===== src/rtl/bus_decode_pkg.sv =====
// bus_decode_pkg: shared state encoding, limits and region match helper for the 8088 bus decoder.
package bus_decode_pkg;

    typedef enum logic [1:0] {IDLE, ADDR, WAIT, DONE} bus_state_e;

    localparam int MAX_REGIONS = 8;
    localparam int WAIT_W      = 4;

    function automatic logic region_hit(
        input logic [31:0] addr,
        input logic        iom,
        input logic [31:0] base,
        input logic [31:0] mask,
        input logic        riom
    );
        return (iom == riom) && ((addr & mask) == base);
    endfunction

endpackage


===== src/rtl/bus_wait_timer.sv =====
// bus_wait_timer: loadable down-counter that saturates at zero; expire flags the last counted cycle.
module bus_wait_timer #(
    parameter int W = 4
) (
    input  logic         clk_i,
    input  logic         rst_i,
    input  logic         load_i,
    input  logic         abort_i,
    input  logic         en_i,
    input  logic [W-1:0] load_val_i,
    output logic         expire_o
);

    logic [W-1:0] cnt_q, cnt_d;

    assign cnt_d = load_i ? load_val_i :
                   abort_i ? '0 :
                   (en_i && cnt_q != '0) ? cnt_q - W'(1) : cnt_q;

    always_ff @(posedge clk_i or posedge rst_i)
        if (rst_i) cnt_q <= '0;
        else       cnt_q <= cnt_d;

    assign expire_o = cnt_q == W'(1);

endmodule


===== src/rtl/bus_decode_wait_ctrl.sv =====
// bus_decode_wait_ctrl: 8088 ALE address latch, priority chip-select decoder and READY wait-state generator.
// Define BUS_TIMEOUT_EN to time out unmapped accesses and pulse BUS_ERR.
module bus_decode_wait_ctrl
    import bus_decode_pkg::*;
#(
    parameter int                                NUM_REGIONS  = 4,
    parameter int                                ADDR_WIDTH   = 20,
    parameter logic [NUM_REGIONS*ADDR_WIDTH-1:0] REGION_BASE  = '0,
    parameter logic [NUM_REGIONS*ADDR_WIDTH-1:0] REGION_MASK  = '0,
    parameter logic [NUM_REGIONS-1:0]            REGION_IOM   = '0,
    parameter logic [NUM_REGIONS*WAIT_W-1:0]     REGION_WAITS = '0,
    parameter int                                TIMEOUT_CYC  = 16
) (
    input  logic                  CLK,
    input  logic                  RESET,
    input  logic                  ALE,
    input  logic                  IOM,
    input  logic                  RD,
    input  logic                  WR,
    input  logic [ADDR_WIDTH-9:0] A,
    input  logic [7:0]            AD,
    output logic [ADDR_WIDTH-1:0] Address,
    output logic [NUM_REGIONS-1:0] CS,
    output logic                  READY,
    output logic                  BUS_ERR
);

    if (NUM_REGIONS < 1 || NUM_REGIONS > MAX_REGIONS) $error("NUM_REGIONS out of range");
    if (TIMEOUT_CYC < 1) $error("TIMEOUT_CYC must be at least 1");

`ifdef BUS_TIMEOUT_EN
    localparam int TW = $clog2(TIMEOUT_CYC + 1);
    localparam int CW = TW > WAIT_W ? TW : WAIT_W;
`else
    localparam int CW = WAIT_W;
`endif

    bus_state_e            state_q, state_d;
    logic [ADDR_WIDTH-1:0] addr_q;
    logic                  iom_q, vld_q, ready_q;
    logic [NUM_REGIONS-1:0] cs;
    logic [WAIT_W-1:0]     hit_waits;
    logic [CW-1:0]         load_val;
    logic                  access, load, abort, expire;

    assign access = !RD || !WR;

    // Iterate high to low so the lowest-index matching region overwrites the rest.
    // vld_q keeps CS low between reset and the first latched address.
    always_comb begin
        cs = '0;
        hit_waits = '0;
        for (int i = NUM_REGIONS - 1; i >= 0; i--)
            if (vld_q && region_hit(32'(addr_q), iom_q, 32'(REGION_BASE[i*ADDR_WIDTH +: ADDR_WIDTH]),
                                    32'(REGION_MASK[i*ADDR_WIDTH +: ADDR_WIDTH]), REGION_IOM[i])) begin
                cs = '0;
                cs[i] = 1'b1;
                hit_waits = REGION_WAITS[i*WAIT_W +: WAIT_W];
            end
    end

`ifdef BUS_TIMEOUT_EN
    assign load_val = |cs ? CW'(hit_waits) : CW'(TIMEOUT_CYC);
`else
    assign load_val = CW'(hit_waits);
`endif

    always_comb begin
        state_d = state_q;
        load = 1'b0;
        abort = 1'b0;
        if (ALE) begin
            state_d = ADDR;
            abort = 1'b1;
        end else
            case (state_q)
                ADDR: if (access) begin
                    state_d = load_val == '0 ? DONE : WAIT;
                    load = load_val != '0;
                end
                WAIT: if (!access) begin
                    state_d = IDLE;
                    abort = 1'b1;
                end else if (expire) state_d = DONE;
                DONE: if (!access) state_d = IDLE;
                default: ;
            endcase
    end

    always_ff @(posedge CLK or posedge RESET)
        if (RESET) begin
            addr_q <= '0;
            iom_q <= 1'b0;
            vld_q <= 1'b0;
            state_q <= IDLE;
            ready_q <= 1'b1;
        end else begin
            if (ALE) begin
                addr_q <= {A, AD};
                iom_q <= IOM;
                vld_q <= 1'b1;
            end
            state_q <= state_d;
            ready_q <= state_d != WAIT;
        end

    bus_wait_timer #(.W(CW)) u_timer (
        .clk_i      (CLK),
        .rst_i      (RESET),
        .load_i     (load),
        .abort_i    (abort),
        .en_i       (state_q == WAIT),
        .load_val_i (load_val),
        .expire_o   (expire)
    );

`ifdef BUS_TIMEOUT_EN
    logic err_q;

    // The only WAIT->DONE path is expiry, so with no chip select it must be a timeout.
    always_ff @(posedge CLK or posedge RESET)
        if (RESET) err_q <= 1'b0;
        else       err_q <= state_q == WAIT && state_d == DONE && ~|cs;

    assign BUS_ERR = err_q;
`else
    assign BUS_ERR = 1'b0;
`endif

    assign Address = addr_q;
    assign CS = cs;
    assign READY = ready_q;

endmodule


===== config.mk =====
export PLATFORM = sky130hd
export DESIGN_NAME = bus_decode_wait_ctrl
export DESIGN_NICKNAME = d
export VERILOG_FILES = /design/src/rtl/bus_decode_pkg.sv /design/src/rtl/bus_wait_timer.sv /design/src/rtl/bus_decode_wait_ctrl.sv
export SDC_FILE = /design/constraint.sdc
export NUM_CORES = 1
export LEC_CHECK = 0
export CORE_ASPECT_RATIO = 1.1
export CORE_UTILIZATION = 37
export CTS_CLUSTER_DIAMETER = 30
export DETAILED_ROUTE_END_ITERATION = 10
export PLACE_DENSITY = 0.74
export REMOVE_ABC_BUFFERS = 1
export SLEW_MARGIN = 20
export SYNTH_ARGS = -nofsm -noshare
export SYNTH_HDL_FRONTEND = slang
export SYNTH_SLANG_ARGS = --single-unit

===== constraint.sdc =====
create_clock -name CLK -period 1.25 [get_ports CLK]
set_input_delay 0.25 -clock CLK [delete_from_list [all_inputs] [get_ports CLK]]
set_output_delay 0.25 -clock CLK [all_outputs]
set_load 0.005 [all_outputs]

# --- After elaboration in Yosys (flattened, before gate mapping) ---
# Index checks and enable logic that the tools add are counted.
op_classes:
  n_eq_ne: 5
  n_reduce_logical: 7
  addsub: 1
  muxes: 12
  n_bitwise: 1
op_table:
  columns: ["operator", "n"]
  rows:
  - ["$mux W2", 5]
  - ["$mux W4", 2]
  - ["$pmux W2 S3", 1]
  - ["$eq A2 B2 Y1 const B", 2]
  - ["$eq A4 B1 Y1 const B", 1]
  - ["$mux W1", 4]
  - ["$reduce_bool A4 Y1", 1]
  - ["$sub A4 B1 Y4 const B", 1]
  - ["$eq A2 B1 Y1 const B", 1]
  - ["$logic_and A1 B1 Y1", 2]
  - ["$logic_not A1 Y1", 2]
  - ["$ne A2 B2 Y1 const B", 1]
  - ["$reduce_bool A2 Y1", 1]
  - ["$logic_or A1 B1 Y1", 1]
  - ["$not A1 Y1", 1]
totals:
  inputBits: 26
  ff_bits: 29

# --- Depth between registers and ports, before layout ---
# Gate-level depths: netlist of run 1.
depth:
  ltp_word: 6
  depth_mapped: 5
  depth_no_buf: 5

# --- By module ---
# From an unflattened synthesis of run 1, not the netlist that was laid out.
unflattened:
  hier_cells: 97
  hier_area_um2: 1388.8
by_module_without_submodules:
  columns: ["module", "instances", "seq_area_each_um2", "area_per_inst_um2", "cells_per_inst"]
  rows:
  - ["bus_decode_wait_ctrl", 1, 626.9, 1073.5, 65]
  - ["bus_wait_timer", 1, 100.1, 315.3, 32]

# --- Worst setup path before layout of run 1 ---
# No wires, ideal clock.
synth_timing:
  kind: "register to register"
  from: "register u_timer.cnt_q[0]"
  to: "register u_timer.cnt_q[3]"
  synth_period_minus_slack_ns: 1.374
  required_ns: 1.167
  t_arrival_ns: 1.291
  slack_ns: -0.124
  stages_incl_launch_ff: 4
  cell_sequence: "dfrtp_1 > or3_1 > or4_1 > o21ai_0"
synth_between:
  elab_chain_len: 3
  word_cells_on_any_way: 6
  cone_classes: "add/sub: 1; mux: 2; reduce/logical: 3"
synth_rtl:
  columns: ["element", "line", "rtl"]
  rows:
  - ["start: declaration", "bus_wait_timer.sv:14", "logic [W-1:0] cnt_q, cnt_d;"]
  - ["start signal: assignment", "bus_wait_timer.sv:22", "else cnt_q <= cnt_d;"]
  - ["$sub A4 B1 Y4 or $reduce_bool A4 Y1 (tied branches)", "bus_wait_timer.sv:18", "(en_i && cnt_q != '0) ? cnt_q - W'(1) : cnt_q;"]
  - ["$mux W4 or $logic_and A1 B1 Y1 (tied branches)", "bus_wait_timer.sv:18", null]
  - ["$mux W4 or $reduce_bool A2 Y1 (tied branches)", null, null]
# Parallel ways exist; a longest one is shown, timed or not. The select of a mux whose other input is x is not followed.
# A chain may end at the register's enable or synchronous reset.

# --- Worst setup path after layout of run 1 ---
layout_timing:
  from: "register u_timer.cnt_q[0]"
  to: "register u_timer.cnt_q[2]"
# The elaborated chain is that of the path after synthesis.

==> flow_summary_export.csv, run 1 <==
group,metric,value,unit
clock_tree,tritoncts,"done",
synthesis,synthCells,93,
cells_and_area,final_area,1960,um2
synthesis,yosysWarningCount,0,
floorplan,core-area,3100,um2
cells_and_area,fillerInstances,248,
synthesis,postSynthAreaPerCell,13.2,um2
clock_tree,clk_pin_slew,90,ps
clock_tree,clock_path_buffers,2,
worst_setup_path,crit_path_start_kind,"flop",
worst_setup_path,end_kind,"flop",
power,clockPowerShare,36.0,%
power,power.switching,473,uW
synthesis,synth_seq_area_share,59.3,%
detailed_routing,vias_per_cell,4.92,
worst_setup_path,required,1500,ps
status,status,"finished with violations",
worst_setup_path,crit_type,"reg2reg",
grt,grt_start_max_net_pins,24,
status,failed_checks,"DRC, setup timing",
cells_and_area,area_growth_syn_to_layout,60.0,%
detailed_routing,wl_per_cell,14.1,um
placed_design,place_area,1800,um2
synthesis,synth_most_common_cell,"dfrtp_1",
cells_and_area,final_nets,187,
floorplan,start_util,39.5,%
power,seqPwrFrac,47.6,%
cells_and_area,drive_gt1_share,35.0,%
placed_design,hpwl,2010,um
worst_setup_path,cp.arrival,1670,ps
worst_setup_path,r2r_cells,5,
detailed_routing,firstDrtPassIters,7,
sta,setup_viol,4,
worst_setup_path,cp_cell_sequence,"inv_1 -> ha_2 -> inv_1 -> or4b_4 -> a21oi_2",
synthesis,synth_top_area_share,57.1,%
worst_setup_path,r2r-start,"u_timer.cnt_q[0]",
grt,grt_pass1_wl,4310,um
placed_design,place_congestion,0.718,
detailed_routing,drt_iter0_drc,19,
flow_run,maxCapViolations,0,
floorplan,dieArea,3550,um2
worst_setup_path,cp.depth,5,
power,combPwrFrac,16.3,%
synthesis,synthFlopType,"dfrtp_1",
worst_setup_path,crit_top_cell,"inv_1",
synthesis,ys_types,25,
sta,slew_viol_final,0,
power,power.leakage,0.000858,uW
sta,period_needed,1420,ps
synthesis,synth_edf_count,0,
synthesis,yosysTopAreaCell,"dfrtp_1",
floorplan,die_w,56.9,um
synthesis,synth_seq_cells,29,
floorplan,rows,21,
grt,grt-ovfl-total,0,
floorplan,dieHeight,62.4,um
hold_path,hp-class,"in2async",
worst_setup_path,slowest_stage,"or4b_4",
sta,rsz0062_at_grt,"true",
worst_setup_path,critPathTopFamily,"simple AND/OR/NAND/NOR gates",
synthesis,ys_async_sr_fraction,100,%
synthesis,syn-cell-area,1230,um2
cells_and_area,num_antenna_cells,0,
power,peakVddDrop,0.646,mV
power,intPower,1730,uW
grt,grt_pass1_vias,1011,
worst_setup_path,reg2reg_to,"u_timer.cnt_q[2]",
worst_setup_path,path_buf_inv,2,
sta,fin_hold_ws,168,ps
grt,grt.total_usage,16.2,%
detailed_routing,ant_nets,0,
power,swShare,21.5,%
grt,grt_antenna_before_repair,0,
sta,fmax,705,MHz
detailed_routing,vias,954,
clock_tree,cts_made_buffers,5,
clock_tree,clkLatencyLatePin,310,ps
synthesis,synth_commonest_cells,"dfrtp_1, mux2_2, buf_4, inv_1, o21ai_0",
sta,skew,1.99,ps
placed_design,io_buffer_count,47,
sta,finalCritPeriodShare,114,%
power,powerDensity,1120,nW/um2
detailed_routing,routed_wl,2740,um
sta,hold_violations,0,
worst_setup_path,r2r_slack,-170,ps
clock_tree,cts.sinks,29,
sta,finalWorstSetupSlack,-169,ps
clock_tree,cts-root-buf,"clkbuf_4",
clock_tree,h-tree-depth,2,
floorplan,pin_count,52,
worst_setup_path,crit_path_max_incr_delay,510,ps
detailed_routing,drc,2,
synthesis,synth.top_cells.by_area,"dfrtp_1, mux2_2, buf_4",
worst_setup_path,crit_path_max_fanout,4,
==> cell usage in the layout, fill, tap and decap left out, drive strengths merged <==
cell type / instances
dfrtp: 28
clkdlybuf4s50: 25
dfstp: 1
or2: 1
a31oi: 1
o21bai: 2
nand2: 2
or4: 1
conb: 4
ha: 2
a211o: 1
inv: 4
mux2: 21
nor2: 2
bufinv: 1
buf: 19
or4b: 1
and3: 1
a211oi: 1
nor2b: 1
clkdlybuf4s15: 20
nor3b: 3
nand2b: 2
clkbuf: 7
a21oi: 3
o21ai: 4
or3: 2
==> per-stage QoR <==
stage | TNS [ps] | setup WS (ps) | utilization, % | total power (uW) | std cells
floorplan | -183 | -124 | - | 1170 | 88
global placement | -6860 | -321 | 58.0 | 1440 | 180
detailed placement | -7220 | -319 | 58.0 | 1450 | 180
CTS | -448 | -154 | 61.1 | 2210 | 192
global route | -706 | -227 | 63.3 | 2300 | 194
finish | -462 | -169 | 63.3 | 2200 | 194
==> per-layer routing <==
layer | vias to the layer above | GRT usage [%] | share of wire (%)
met4 | 0 | 6.71 | 1.6
li1 | 445 | - | -
met3 | 7 | 8.70 | 8.7
met2 | 38 | 27.8 | 50
met5 | - | 0 | 0
met1 | 464 | 16.0 | 40
==> flip-flops by register name, indices dropped and copies added, names as in the netlist <==
name           flops
iom_q              1
Address           20
vld_q              1
READY              1
state_q            2
u_timer.cnt_q      4
==> worst max path at each step <==
stage                                start          endpoint
after floorplan           u_timer.cnt_q[0]  u_timer.cnt_q[3]
after global placement                 ALE  u_timer.cnt_q[3]
after detailed placement               ALE       Address[19]
after CTS                 u_timer.cnt_q[0]  u_timer.cnt_q[3]
after global routing      u_timer.cnt_q[0]  u_timer.cnt_q[2]
final                     u_timer.cnt_q[0]  u_timer.cnt_q[2]
==> worst reg2reg max path, delay by kind of cell (launching register included) <==
| kind | cells | cell delay, ps |
|---|---|---|
| simple gates | 1 | 510 |
| flops | 1 | 410 |
| fa+ha+maj | 1 | 180 |
| compound gates | 1 | 140 |
| buf+inv | 2 | 120 |
==> kinds of logic after synthesis <==
group / share of synthesized area [%]
AOI/OAI and AO/OA: 5.92
adders and majority gates: 2.04
buffers and inverters: 5.10
DFF: 59.3
muxes: 19.3
other: 0.306
and+or+nand+nor: 8.06
==> power groups by stage <==
stage / Combinational, uW / Clock [uW] / Sequential [uW]
floorplan: 102 / 0 / 1070
global placement: 377 / 0 / 1060
detailed placement: 384 / 0 / 1070
CTS: 342 / 820 / 1050
global route: 389 / 855 / 1060
finish: 359 / 793 / 1050
==> cell type report <==
cell class                 count  area, um2  area share [%]
clock buffer                   7       55.1            2.81
timing repair buffer          64        601            30.6
clock inverter                 1       30.0            1.53
tap                           34       42.5            2.17
multi-input combinational     55        492            25.1
inverter                       4       15.0           0.765
sequential                    29        727            37.1
==> repair_timing <==
| item | in CTS | in global routing |
|---|---|---|
| setup endpoints to repair | 26 | 24 |
| pin swaps | 4 | 4 |
| endpoints found under the hold margin | 0 | 0 |
| hold buffers | 0 | 0 |
| resized for setup | 35 | 24 |
| buffers inserted | 4 | 2 |
(Power assumes the default switching activity.)
==> inputs of run 2 (changes only) <==
==> constraint.sdc (replaced) <==
create_clock -name CLK -period 1.25 [get_ports CLK]
set_input_delay 0.25 -clock CLK [delete_from_list [all_inputs] [get_ports CLK]]
set_output_delay 0.25 -clock CLK [all_outputs]
set_load 0.05 [all_outputs]
==> run 2 against run 1 <==
Effect of this change:
- clock power is 2% higher
- design area rose by 8.4%
- critical path depth unchanged
- the flow still finishes with violations (DRC, setup timing)
- combinational power rose by 120%
- largest cell class is now buffers
- setup slack better by 16 ps
- global-route usage increased by 2.8 points
==> flow_summary_export.csv, run 2 (same netlist as run 1, synthesis figures left out) <==
group,metric,value,unit
sta,fmax,713,MHz
detailed_routing,ant_nets,0,
worst_setup_path,required,1510,ps
power,peakVddDrop,0.819,mV
sta,setup_viol,6,
worst_setup_path,r2r_cells,5,
cells_and_area,final_area,2130,um2
clock_tree,clk_pin_slew,90,ps
clock_tree,cts-root-buf,"clkbuf_4",
detailed_routing,vias_per_cell,4.92,
worst_setup_path,crit_path_start_kind,"flop",
sta,skew,1.98,ps
sta,period_needed,1400,ps
placed_design,place_congestion,0.704,
cells_and_area,area_growth_syn_to_layout,73.5,%
placed_design,hpwl,2260,um
floorplan,dieArea,3550,um2
detailed_routing,wl_per_cell,15.7,um
power,power.leakage,0.000933,uW
detailed_routing,drt_iter0_drc,54,
detailed_routing,routed_wl,2940,um
worst_setup_path,cp.arrival,1660,ps
grt,grt_antenna_before_repair,0,
clock_tree,cts_made_buffers,5,
worst_setup_path,crit_path_max_fanout,2,
cells_and_area,drive_gt1_share,46.4,%
clock_tree,clkLatencyLatePin,330,ps
cells_and_area,num_antenna_cells,0,
grt,grt_pass1_wl,4880,um
detailed_routing,drc,2,
status,failed_checks,"DRC, setup timing",
sta,finalWorstSetupSlack,-153,ps
floorplan,core-area,3100,um2
floorplan,dieHeight,62.4,um
clock_tree,cts_hold_buf,0,
sta,hold_violations,0,
status,status,"finished with violations",
grt,grt_start_max_net_pins,24,
floorplan,start_util,39.5,%
cells_and_area,final_nets,180,
flow_run,maxCapViolations,0,
placed_design,io_buffer_count,47,
floorplan,rows,21,
worst_setup_path,end_kind,"flop",
cells_and_area,largest_reg_flops,20,
clock_tree,postCtsSetupRepairBufs,0,
clock_tree,clock_path_buffers,2,
placed_design,place_area,2010,um2
grt,grt_pass1_vias,1058,
worst_setup_path,crit_type,"reg2reg",
grt,grt.total_usage,19.0,%
hold_path,hp-class,"in2async",
sta,slew_viol_final,0,
detailed_routing,firstDrtPassIters,7,
power,powerDensity,1270,nW/um2
power,design_power_total,2700,uW
floorplan,pin_count,52,
cells_and_area,fillerInstances,234,
sta,rsz0062_at_grt,"true",
clock_tree,h-tree-depth,2,
sta,finalCritPeriodShare,112,%
clock_tree,cts.sinks,29,
clock_tree,tritoncts,"done",
detailed_routing,vias,920,
cells_and_area,final_common_cell,"dfrtp_1",
cells_and_area,layout_common_cells,"dfrtp_1, clkdlybuf4s50_1, buf_12",
floorplan,die_w,56.9,um
grt,grt-ovfl-total,0,
[run 2: final cells by class]
cell class	count	area [um2]	share of cell area (%)
clock buffers	7	55.1	2.59
clock inverters	1	30.0	1.41
inverters	4	15.0	0.706
multi-input cells	55	479	22.5
flip-flops and latches	29	727	34.2
well taps	34	42.5	2.00
repair buffers	57	778	36.6
[run 2: timing repair]
item,4_1_cts,5_1_grt
pin swaps,5,3
resized for setup,7,6
endpoints found under the hold margin,0,0
endpoints found under the setup margin,6,6
[run 2: layer usage]
metal,vias to the layer above,part of all wire (%),track usage (%)
met5,-,0,0
met3,7,8.8,9.94
met4,0,2.5,10.1
met2,39,52,29.1
li1,435,-,-
met1,439,37,21.2
[run 2: metrics by stage]
step | std cells | utilization, % | TNS (ps) | setup WS, ps | hold slack [ps]
after floorplan | 88 | - | -235 | -124 | 327
after global placement | 179 | 64.9 | -5440 | -282 | 445
after detailed placement | 179 | 64.9 | -6210 | -300 | 448
after CTS | 187 | 68.2 | -383 | -134 | 149
after global routing | 187 | 68.6 | -866 | -235 | 168
final | 187 | 68.6 | -436 | -153 | 159
[run 2: worst max-delay path: stages, from the launching register on]
cell	delay [ps]
dfrtp_1	400
inv_2	60
ha_2	180
inv_2	40
or4b_4	500
a21oi_2	150
[run 2: worst paths after layout]
kind                            slack, ps              from               end
worst max-delay path                 -150  u_timer.cnt_q[1]  u_timer.cnt_q[2]
worst min-delay path                  160             RESET       Address[18]
worst max register to register       -150  u_timer.cnt_q[1]  u_timer.cnt_q[2]
worst min register to register        470             vld_q             vld_q
max in group asynchronous             680             RESET        Address[0]
min in group CLK                      470             vld_q             vld_q
[run 2: report_power, final]
part	leakage [uW]	internal (uW)	switching, uW
Combinational	0.000545	414	387
Clock	0.0000455	477	332
Sequential	0.000342	1010	75.8
==> inputs of run 3 (changes only) <==
CAP_MARGIN = 25   (was unset)
GPL_TIMING_DRIVEN = 1   (was unset)
==> results of run 3 <==
Same layout as run 2: the final DEF is identical, and so are final timing and power.
